File: src/rtl/rv_divider_unit_if.sv
// Handshake and operand/result bundle between control path, register file and the RV32M divider.
interface rv_divider_unit_if #(
  parameter int unsigned XLEN = 32
);
  logic            start;
  logic            kill;
  logic [1:0]      funct;
  logic [XLEN-1:0] operandA;
  logic [XLEN-1:0] operandB;
  logic [4:0]      destRegIn;
  logic            busy;
  logic            done;
  logic [XLEN-1:0] result;
  logic [4:0]      destReg;
  logic            writeEnable;

  modport master (
    output start, kill, funct, operandA, operandB, destRegIn,
    input  busy, done, result, destReg, writeEnable
  );

  modport slave (
    input  start, kill, funct, operandA, operandB, destRegIn,
    output busy, done, result, destReg, writeEnable
  );
endinterface

File: src/rtl/rv_divider_unit.sv
// Radix-2 restoring divider for DIV/DIVU/REM/REMU: one quotient bit per cycle,
// start/busy/done handshake, result and destination index feed the RF write port.
module rv_divider_unit #(
  parameter int unsigned XLEN  = 32,
  parameter int unsigned CNT_W = 5
) (
  input logic              clk,
  input logic              areset,
  rv_divider_unit_if.slave divBus
);

  localparam logic [1:0] IDLE = 2'd0;
  localparam logic [1:0] CALC = 2'd1;
  localparam logic [1:0] DONE = 2'd2;

  localparam logic [XLEN-1:0]  INT_MIN  = {1'b1, {(XLEN-1){1'b0}}};
  localparam logic [XLEN-1:0]  ALL_ONES = {XLEN{1'b1}};
  localparam logic [CNT_W-1:0] LAST_CNT = CNT_W'(XLEN - 1);

  logic [1:0]       state,      stateNext;
  logic [CNT_W-1:0] cnt,        cntNext;
  logic [XLEN:0]    remReg,     remNext;
  logic [XLEN-1:0]  quoReg,     quoNext;
  logic [XLEN-1:0]  divisorReg, divisorNext;
  logic             remSel,     remSelNext;
  logic             negQuo,     negQuoNext;
  logic             negRem,     negRemNext;
  logic [4:0]       destHold,   destHoldNext;
  logic [XLEN-1:0]  resultReg,  resultNext;
  logic [4:0]       destRegReg, destRegNext;
  logic             busyReg,    busyNext;
  logic             doneReg,    doneNext;

  // One restoring step: shift in the next dividend bit, trial-subtract the divisor.
  logic [XLEN:0]   remShift;
  logic [XLEN:0]   trialDiff;
  logic            borrow;
  logic [XLEN-1:0] stepQuo;
  logic [XLEN:0]   stepRem;
  logic [XLEN-1:0] finalQuo;
  logic [XLEN-1:0] finalRem;

  assign remShift  = (remReg << 1) | (XLEN+1)'(quoReg[XLEN-1]);
  assign trialDiff = remShift - {1'b0, divisorReg};
  assign borrow    = trialDiff[XLEN];
  assign stepQuo   = {quoReg[XLEN-2:0], ~borrow};
  assign stepRem   = borrow ? remShift : trialDiff;
  assign finalQuo  = negQuo ? (~stepQuo + XLEN'(1)) : stepQuo;
  assign finalRem  = negRem ? (~stepRem[XLEN-1:0] + XLEN'(1)) : stepRem[XLEN-1:0];

  // Operand conditioning at capture: magnitudes and sign flags for the signed ops.
  logic            isSigned;
  logic            negA;
  logic            negB;
  logic [XLEN-1:0] absA;
  logic [XLEN-1:0] absB;
  logic            divByZero;
  logic            overflow;

  assign isSigned  = ~divBus.funct[0];
  assign negA      = isSigned & divBus.operandA[XLEN-1];
  assign negB      = isSigned & divBus.operandB[XLEN-1];
  assign absA      = negA ? (~divBus.operandA + XLEN'(1)) : divBus.operandA;
  assign absB      = negB ? (~divBus.operandB + XLEN'(1)) : divBus.operandB;
  assign divByZero = (divBus.operandB == '0);
  assign overflow  = isSigned && (divBus.operandA == INT_MIN) && (divBus.operandB == ALL_ONES);

  always_ff @(posedge clk or posedge areset) begin
    if (areset) begin
      state      <= IDLE;
      cnt        <= '0;
      remReg     <= '0;
      quoReg     <= '0;
      divisorReg <= '0;
      remSel     <= 1'b0;
      negQuo     <= 1'b0;
      negRem     <= 1'b0;
      destHold   <= '0;
      resultReg  <= '0;
      destRegReg <= '0;
      busyReg    <= 1'b0;
      doneReg    <= 1'b0;
    end else begin
      state      <= stateNext;
      cnt        <= cntNext;
      remReg     <= remNext;
      quoReg     <= quoNext;
      divisorReg <= divisorNext;
      remSel     <= remSelNext;
      negQuo     <= negQuoNext;
      negRem     <= negRemNext;
      destHold   <= destHoldNext;
      resultReg  <= resultNext;
      destRegReg <= destRegNext;
      busyReg    <= busyNext;
      doneReg    <= doneNext;
    end
  end

  always_comb begin
    stateNext    = state;
    cntNext      = cnt;
    remNext      = remReg;
    quoNext      = quoReg;
    divisorNext  = divisorReg;
    remSelNext   = remSel;
    negQuoNext   = negQuo;
    negRemNext   = negRem;
    destHoldNext = destHold;
    resultNext   = resultReg;
    destRegNext  = destRegReg;

    case (state)
      IDLE: begin
        if (divBus.start) begin
          remSelNext   = divBus.funct[1];
          negQuoNext   = negA ^ negB;
          negRemNext   = negA;
          destHoldNext = divBus.destRegIn;
          if (divByZero) begin
            resultNext  = divBus.funct[1] ? divBus.operandA : ALL_ONES;
            destRegNext = divBus.destRegIn;
            stateNext   = DONE;
          end else if (overflow) begin
            resultNext  = divBus.funct[1] ? '0 : INT_MIN;
            destRegNext = divBus.destRegIn;
            stateNext   = DONE;
          end else begin
            cntNext     = '0;
            remNext     = '0;
            quoNext     = absA;
            divisorNext = absB;
            stateNext   = CALC;
          end
        end
      end
      CALC: begin
        if (divBus.kill) begin
          stateNext = IDLE;
        end else begin
          quoNext = stepQuo;
          remNext = stepRem;
          cntNext = cnt + CNT_W'(1);
          if (cnt == LAST_CNT) begin
            resultNext  = remSel ? finalRem : finalQuo;
            destRegNext = destHold;
            stateNext   = DONE;
          end
        end
      end
      DONE: begin
        stateNext = IDLE;
      end
      default: begin
        stateNext = IDLE;
      end
    endcase

    busyNext = (stateNext != IDLE);
    doneNext = (stateNext == DONE);
  end

  assign divBus.busy        = busyReg;
  assign divBus.done        = doneReg;
  assign divBus.writeEnable = doneReg;
  assign divBus.result      = resultReg;
  assign divBus.destReg     = destRegReg;

endmodule

File: src/flat_wrapper.sv
// flat-port wrapper written by rule: the top's interface ports become plain ports
module rv_divider_unit_flat 
#(
  parameter int unsigned XLEN  = 32,
  parameter int unsigned CNT_W = 5
)
  (clk, areset, divBus_start, divBus_kill, divBus_funct, divBus_operandA, divBus_operandB, divBus_destRegIn, divBus_busy, divBus_done, divBus_result, divBus_destReg, divBus_writeEnable);
  rv_divider_unit_if #(.XLEN(XLEN)) divBus_i ();
  input logic clk;
  input logic areset;
  input wire logic [$bits(divBus_i.start)-1:0] divBus_start;
  input wire logic [$bits(divBus_i.kill)-1:0] divBus_kill;
  input wire logic [$bits(divBus_i.funct)-1:0] divBus_funct;
  input wire logic [$bits(divBus_i.operandA)-1:0] divBus_operandA;
  input wire logic [$bits(divBus_i.operandB)-1:0] divBus_operandB;
  input wire logic [$bits(divBus_i.destRegIn)-1:0] divBus_destRegIn;
  output wire logic [$bits(divBus_i.busy)-1:0] divBus_busy;
  output wire logic [$bits(divBus_i.done)-1:0] divBus_done;
  output wire logic [$bits(divBus_i.result)-1:0] divBus_result;
  output wire logic [$bits(divBus_i.destReg)-1:0] divBus_destReg;
  output wire logic [$bits(divBus_i.writeEnable)-1:0] divBus_writeEnable;
  assign divBus_i.start = divBus_start;
  assign divBus_i.kill = divBus_kill;
  assign divBus_i.funct = divBus_funct;
  assign divBus_i.operandA = divBus_operandA;
  assign divBus_i.operandB = divBus_operandB;
  assign divBus_i.destRegIn = divBus_destRegIn;
  assign divBus_busy = divBus_i.busy;
  assign divBus_done = divBus_i.done;
  assign divBus_result = divBus_i.result;
  assign divBus_destReg = divBus_i.destReg;
  assign divBus_writeEnable = divBus_i.writeEnable;
  rv_divider_unit #(.XLEN(XLEN), .CNT_W(CNT_W)) u_core (.clk(clk), .areset(areset), .divBus(divBus_i));
endmodule
File: config.mk
export PLATFORM = sky130hd
export DESIGN_NAME = rv_divider_unit_flat
export DESIGN_NICKNAME = d
export VERILOG_FILES = /design/src/rtl/rv_divider_unit_if.sv /design/src/rtl/rv_divider_unit.sv /design/src/flat_wrapper.sv
export SDC_FILE = /design/constraint.sdc
export NUM_CORES = 1
export LEC_CHECK = 0
export CAP_MARGIN = 10
export CELL_PAD_IN_SITES_DETAIL_PLACEMENT = 0
export CELL_PAD_IN_SITES_GLOBAL_PLACEMENT = 2
export CORE_AREA = 3 3 241 148
export CTS_BUF_LIST = sky130_fd_sc_hd__clkbuf_8
export DETAILED_ROUTE_END_ITERATION = 6
export DIE_AREA = 0 0 244 151
export DONT_BUFFER_PORTS = 1
export PLACE_DENSITY = 0.81
export REMOVE_ABC_BUFFERS = 1
export SETUP_SLACK_MARGIN = 0.4
export SLEW_MARGIN = 25
export SYNTH_ARGS = -nofsm -noshare
export SYNTH_HDL_FRONTEND = slang
export SYNTH_SLANG_ARGS = --single-unit
File: constraint.sdc
create_clock -name clk -period 4.6 [get_ports clk]
set_input_delay 0.69 -clock clk [delete_from_list [all_inputs] [get_ports clk]]
set_output_delay 0.69 -clock clk [all_outputs]
set_load 0.01 [all_outputs]
==> results by stage <==
Die:
- The die outline area is 36,800 µm².
- The core area is 33,600 µm².
- The die is 244 µm wide.
- The starting density of the core is 35.8%.
- Row generation in the floorplan step produced 52 rows.
- The vertical die dimension is 151 µm.
- 115 I/O pins were placed.

Synth:
- The most used flip-flop cell after synthesis is sky130_fd_sc_hd__dfrtp_1.
- Counting flops and latches in the post-synthesis netlist gives 150.
- In this run the mean area of a mapped cell was 7.71 µm².
- Synthesis produced 1,560 cells.
- By instance count, the leading cell after synthesis is sky130_fd_sc_hd__nand2_1.
- The synthesized design contains 0 enable-type register cells.
- The async set-or-reset flop fraction in the synthesized netlist is 100%.
- By count the netlist is led by sky130_fd_sc_hd__nand2_1, sky130_fd_sc_hd__o21ai_0, sky130_fd_sc_hd__dfrtp_1.
- Sequential cells were found to cover 31.2% of the synthesized design area.
- sky130_fd_sc_hd__dfrtp_1 takes more of the synthesized area than any other cell.
- The top cell type by area accounts for 31.2% of the synthesized area.
- The count of yosys warnings during synthesis is 0.
- Sorting the synthesized cells by area gives the leading types as sky130_fd_sc_hd__dfrtp_1, sky130_fd_sc_hd__o21ai_0, sky130_fd_sc_hd__nand2_1.
- The distinct cell type count after synthesis is 87.
- The synthesized netlist occupies a cell area of 12,000 µm².

Route:
- The final antenna-violating net count is 0.
- The first detailed-routing pass ran for 5 iterations.
- The ratio of routed vias to standard cells is 5.67.
- The routed wire length is 42.4 mm.
- The number of vias after detailed routing is 11,739.
- For this run, design rule violations remaining after detail routing come to 0.
- The per-cell routed wire length is 20.5 µm.
- After the first detailed-routing iteration, the DRC count stood at 1,076.

Placed design:
- After detailed placement, the total cell area comes to 12,900 µm².
- OpenSTA, run right after detailed placement, puts the worst setup slack at 51.8 ps.
- The port buffer count is 0.
- After legalization and detailed placement, the total HPWL measured 32.7 mm.
- The placer's final routability congestion estimate is 0.856.

Worst setup path:
- Traced cell by cell, the critical path runs through ha_4 > nand2_4 > nor4_4 > nor4b_4 > o21ai_4 > and3_4 > nor2_8 > buf_12 > mux2_4 > or3b_4 > or3b_4 > or4_4 > a31oi_1 > mux2_4.
- The family with the most delay on the worst path is simple AND/OR/NAND/NOR gates.
- The critical path starts at u_core.remReg[26].
- The worst-case reg-to-reg path depth is 14.
- For this design, the slowest cell found on the critical path is sky130_fd_sc_hd__or4_4.
- The type of the worst setup path is flip-flop to flip-flop.
- In this run the critical register-to-register path is launched from u_core.remReg[26].
- For the worst setup path, the data arrival time is 4640 ps.
- Along the worst path, the maximum fanout reaches 7.
- The endpoint of the most critical setup path is u_core.divBus.result[30].
- In this run the critical register-to-register path is captured at u_core.divBus.result[30].
- The worst setup path is captured at a flip-flop.
- For flop-to-flop paths, the worst setup slack is 400 ps.
- The sort of element at the start of the critical path is a flip-flop.
- For this run, the slowest stage of the critical path takes 510 ps.
- In this run the number of cells on the critical path is 14.
- Together, buffers and inverters on the worst path number 1.
- For the worst setup path, the data required time is 5030 ps.

Run:
- Max-cap violations in this run came to 0.

Layout:
- The layout-stage area growth over the synthesis result is 16.6%.
- In the final layout, the share of cells above drive strength 1 is 15.7%.
- The repair_antennas step left the layout with diodes totalling 0.
- Summing all flip-flop and latch instances after layout gives 3760 µm².
- The post-route core utilization is 41.8%.
- The number of nets in the finished design is 1,714.
- The finished cells cover 14,000 µm².
- Counting the fill cells in the layout gives 3,518.
- The multi-input combinational cells in the finished layout cover a total of 8180 µm².

Global routing:
- The total track usage is 22.5%.
- The leftover overflow at the end of global routing is 0.
- The initial antenna violation count came to 1.
- The first global-routing pass estimated 64.2 mm of wire.
- The number of global-route vias before repair is 10,705.
- The maximum number of pins on one net before global-route repair is 94.

Timing:
- For the final database, setup skew stands at 16.3 ps.
- Derived from the worst setup path, the maximum achievable clock frequency is 238 MHz.
- For the pin with the worst max-slew slack, the measured transition is 914 ps.
- Setup total negative slack on the finished layout was measured at 0 ps.
- The final worst-path cycle share is 91.4%.
- The post-route worst hold slack is 218 ps.
- In this run the tightest slew margin relative to its limit is 39.1%.
- The max-slew violation count is 0.
- The clock period could shrink to 4200 ps.
- Setup repair after global routing could not meet its margin everywhere.
- The final count of hold timing violations is 0.
- The final-report setup violation count is 0.
- Once routing completed, OpenROAD measured the worst setup slack at 397 ps.

Clock tree:
- At the later pin of the worst-skew pair, clock insertion delay measures 490 ps.
- The CTS tree is done.
- Buffers inserted during clock tree synthesis total 17.
- The clock passes through at most 2 buffers.
- The post-CTS clock slew at the launch and capture registers of the worst setup and hold paths is 90 ps.
- The H-tree was split into 4 levels.
- Clock tree synthesis found a total of 150 sinks.
- The tree is rooted in a sky130_fd_sc_hd__clkbuf_8.

Min path:
- The path class of the tightest hold or removal check is input pin to asynchronous set/reset pin.

Pwr:
- Power spread over the standard cell area amounts to 615 nW/µm².
- The leakage dissipation is 5.77 nW.
- IR analysis of the VDD net gives a maximum drop of 0.290 mV.

Status:
- The flow ran to the end, and the final reports show no timing, DRC or antenna violations.
timing repair:
action / 4_1_cts / 5_1_grt
gates cloned: 1 / 0
setup endpoints to repair: 16 / 18
pin swaps: 5 / 36
gates resized for setup: 40 / 69
buffers inserted: 4 / 25
hold buffers: 0 / 0
cell families (layout without fill, tap and decap cells):
group,Yosys count,in the layout,share of synthesized area [%]
AO/OA/AOI/OAI,518,518,26.2
XOR/XNOR,129,129,9.39
adder cells (fa/ha/maj),40,40,4.22
buffers and inverters,150,201,4.96
flip-flops,150,150,31.2
multiplexers,30,30,2.62
AND/OR/NAND/NOR,543,543,21.4
placed cells by master, fill, tap and decap left out, types with 6 or more instances in the layout:
cell / count
sky130_fd_sc_hd__a21o_1: 16
sky130_fd_sc_hd__a21oi_1: 126
sky130_fd_sc_hd__a21oi_2: 11
sky130_fd_sc_hd__a31oi_1: 28
sky130_fd_sc_hd__and3_1: 6
sky130_fd_sc_hd__buf_4: 101
sky130_fd_sc_hd__clkbuf_8: 20
sky130_fd_sc_hd__dfrtp_1: 146
sky130_fd_sc_hd__ha_1: 21
sky130_fd_sc_hd__ha_2: 7
sky130_fd_sc_hd__ha_4: 11
sky130_fd_sc_hd__inv_1: 61
sky130_fd_sc_hd__mux2i_1: 22
sky130_fd_sc_hd__nand2_1: 219
sky130_fd_sc_hd__nand2b_1: 17
sky130_fd_sc_hd__nand3_1: 14
sky130_fd_sc_hd__nand4_1: 19
sky130_fd_sc_hd__nor2_1: 131
sky130_fd_sc_hd__nor3_1: 31
sky130_fd_sc_hd__nor4_1: 8
sky130_fd_sc_hd__o211ai_1: 19
sky130_fd_sc_hd__o21a_1: 11
sky130_fd_sc_hd__o21ai_0: 184
sky130_fd_sc_hd__o21ai_1: 10
sky130_fd_sc_hd__o31ai_1: 27
sky130_fd_sc_hd__o41ai_1: 9
sky130_fd_sc_hd__or2_2: 8
sky130_fd_sc_hd__or3_1: 21
sky130_fd_sc_hd__or4_1: 11
sky130_fd_sc_hd__xnor2_1: 75
sky130_fd_sc_hd__xor2_1: 53
metal layers:
layer / up-vias / share of wire (%) / GRT usage (%)
met1: 5720 / 51 / 34.4
li1: 5663 / - / -
met4: 0 / 0.65 / 3.56
met5: - / 0 / 0
met2: 334 / 41 / 31.8
met3: 22 / 7.6 / 5.84
final cells by class:
class | instances | share of cell area (%)
multi-input cells | 1260 | 58.3
flip-flops and latches | 150 | 26.8
repair buffers | 107 | 6.25
well taps | 459 | 4.09
clock buffers | 20 | 1.96
inverters | 63 | 1.78
clock inverters | 11 | 0.776
per-stage QoR:
stage	total power [mW]	cells
2_1_floorplan	5.06	1473
3_5_place_dp	6.70	2009
4_1_cts	8.01	2045
3_3_place_gp	6.68	2009
5_1_grt	9.27	2070
6_report	8.63	2070
flip-flops by register name (all words and copies together), names as in the netlist:
name	count
u_core.destHold	5
u_core.state	2
u_core.quoReg	32
u_core.negQuo	1
u_core.cnt	5
u_core.divisorReg	32
u_core.remReg	32
u_core.divBus.busy	1
u_core.divBus.destReg	5
u_core.divBus.result	32
u_core.divBus.done	1
u_core.negRem	1
u_core.remSel	1
worst reg2reg max path, stage by stage, from the launching register on:
cell and delay, ps:
sky130_fd_sc_hd__dfrtp_1 440, sky130_fd_sc_hd__ha_4 300, sky130_fd_sc_hd__nand2_4 70, sky130_fd_sc_hd__nor4_4 410
sky130_fd_sc_hd__nor4b_4 320, sky130_fd_sc_hd__o21ai_4 120, sky130_fd_sc_hd__and3_4 230, sky130_fd_sc_hd__nor2_8 170
sky130_fd_sc_hd__buf_12 150, sky130_fd_sc_hd__mux2_4 320, sky130_fd_sc_hd__or3b_4 400, sky130_fd_sc_hd__or3b_4 390
sky130_fd_sc_hd__or4_4 510, sky130_fd_sc_hd__a31oi_1 140, sky130_fd_sc_hd__mux2_4 160
power breakdown:
| part | switching (mW) | internal, mW | total, mW |
|---|---|---|---|
| combinational | 3.26 | 2.41 | 5.67 |
| sequential | 0.297 | 1.58 | 1.88 |
| clock | 0.562 | 0.514 | 1.08 |
worst min-delay path by stage:
stage,startpoint,endpoint,depth (start not counted)
after floorplan,u_core.destHold[0],u_core.destHold[0],2
after global placement,u_core.destHold[1],u_core.destHold[1],2
after detailed placement,u_core.destHold[0],u_core.destHold[0],2
after CTS,areset,u_core.quoReg[24],1
after global routing,divBus_funct[0],u_core.negQuo,1
final,areset,u_core.cnt[1],1
No activity file was read; power rests on OpenSTA's default activity.
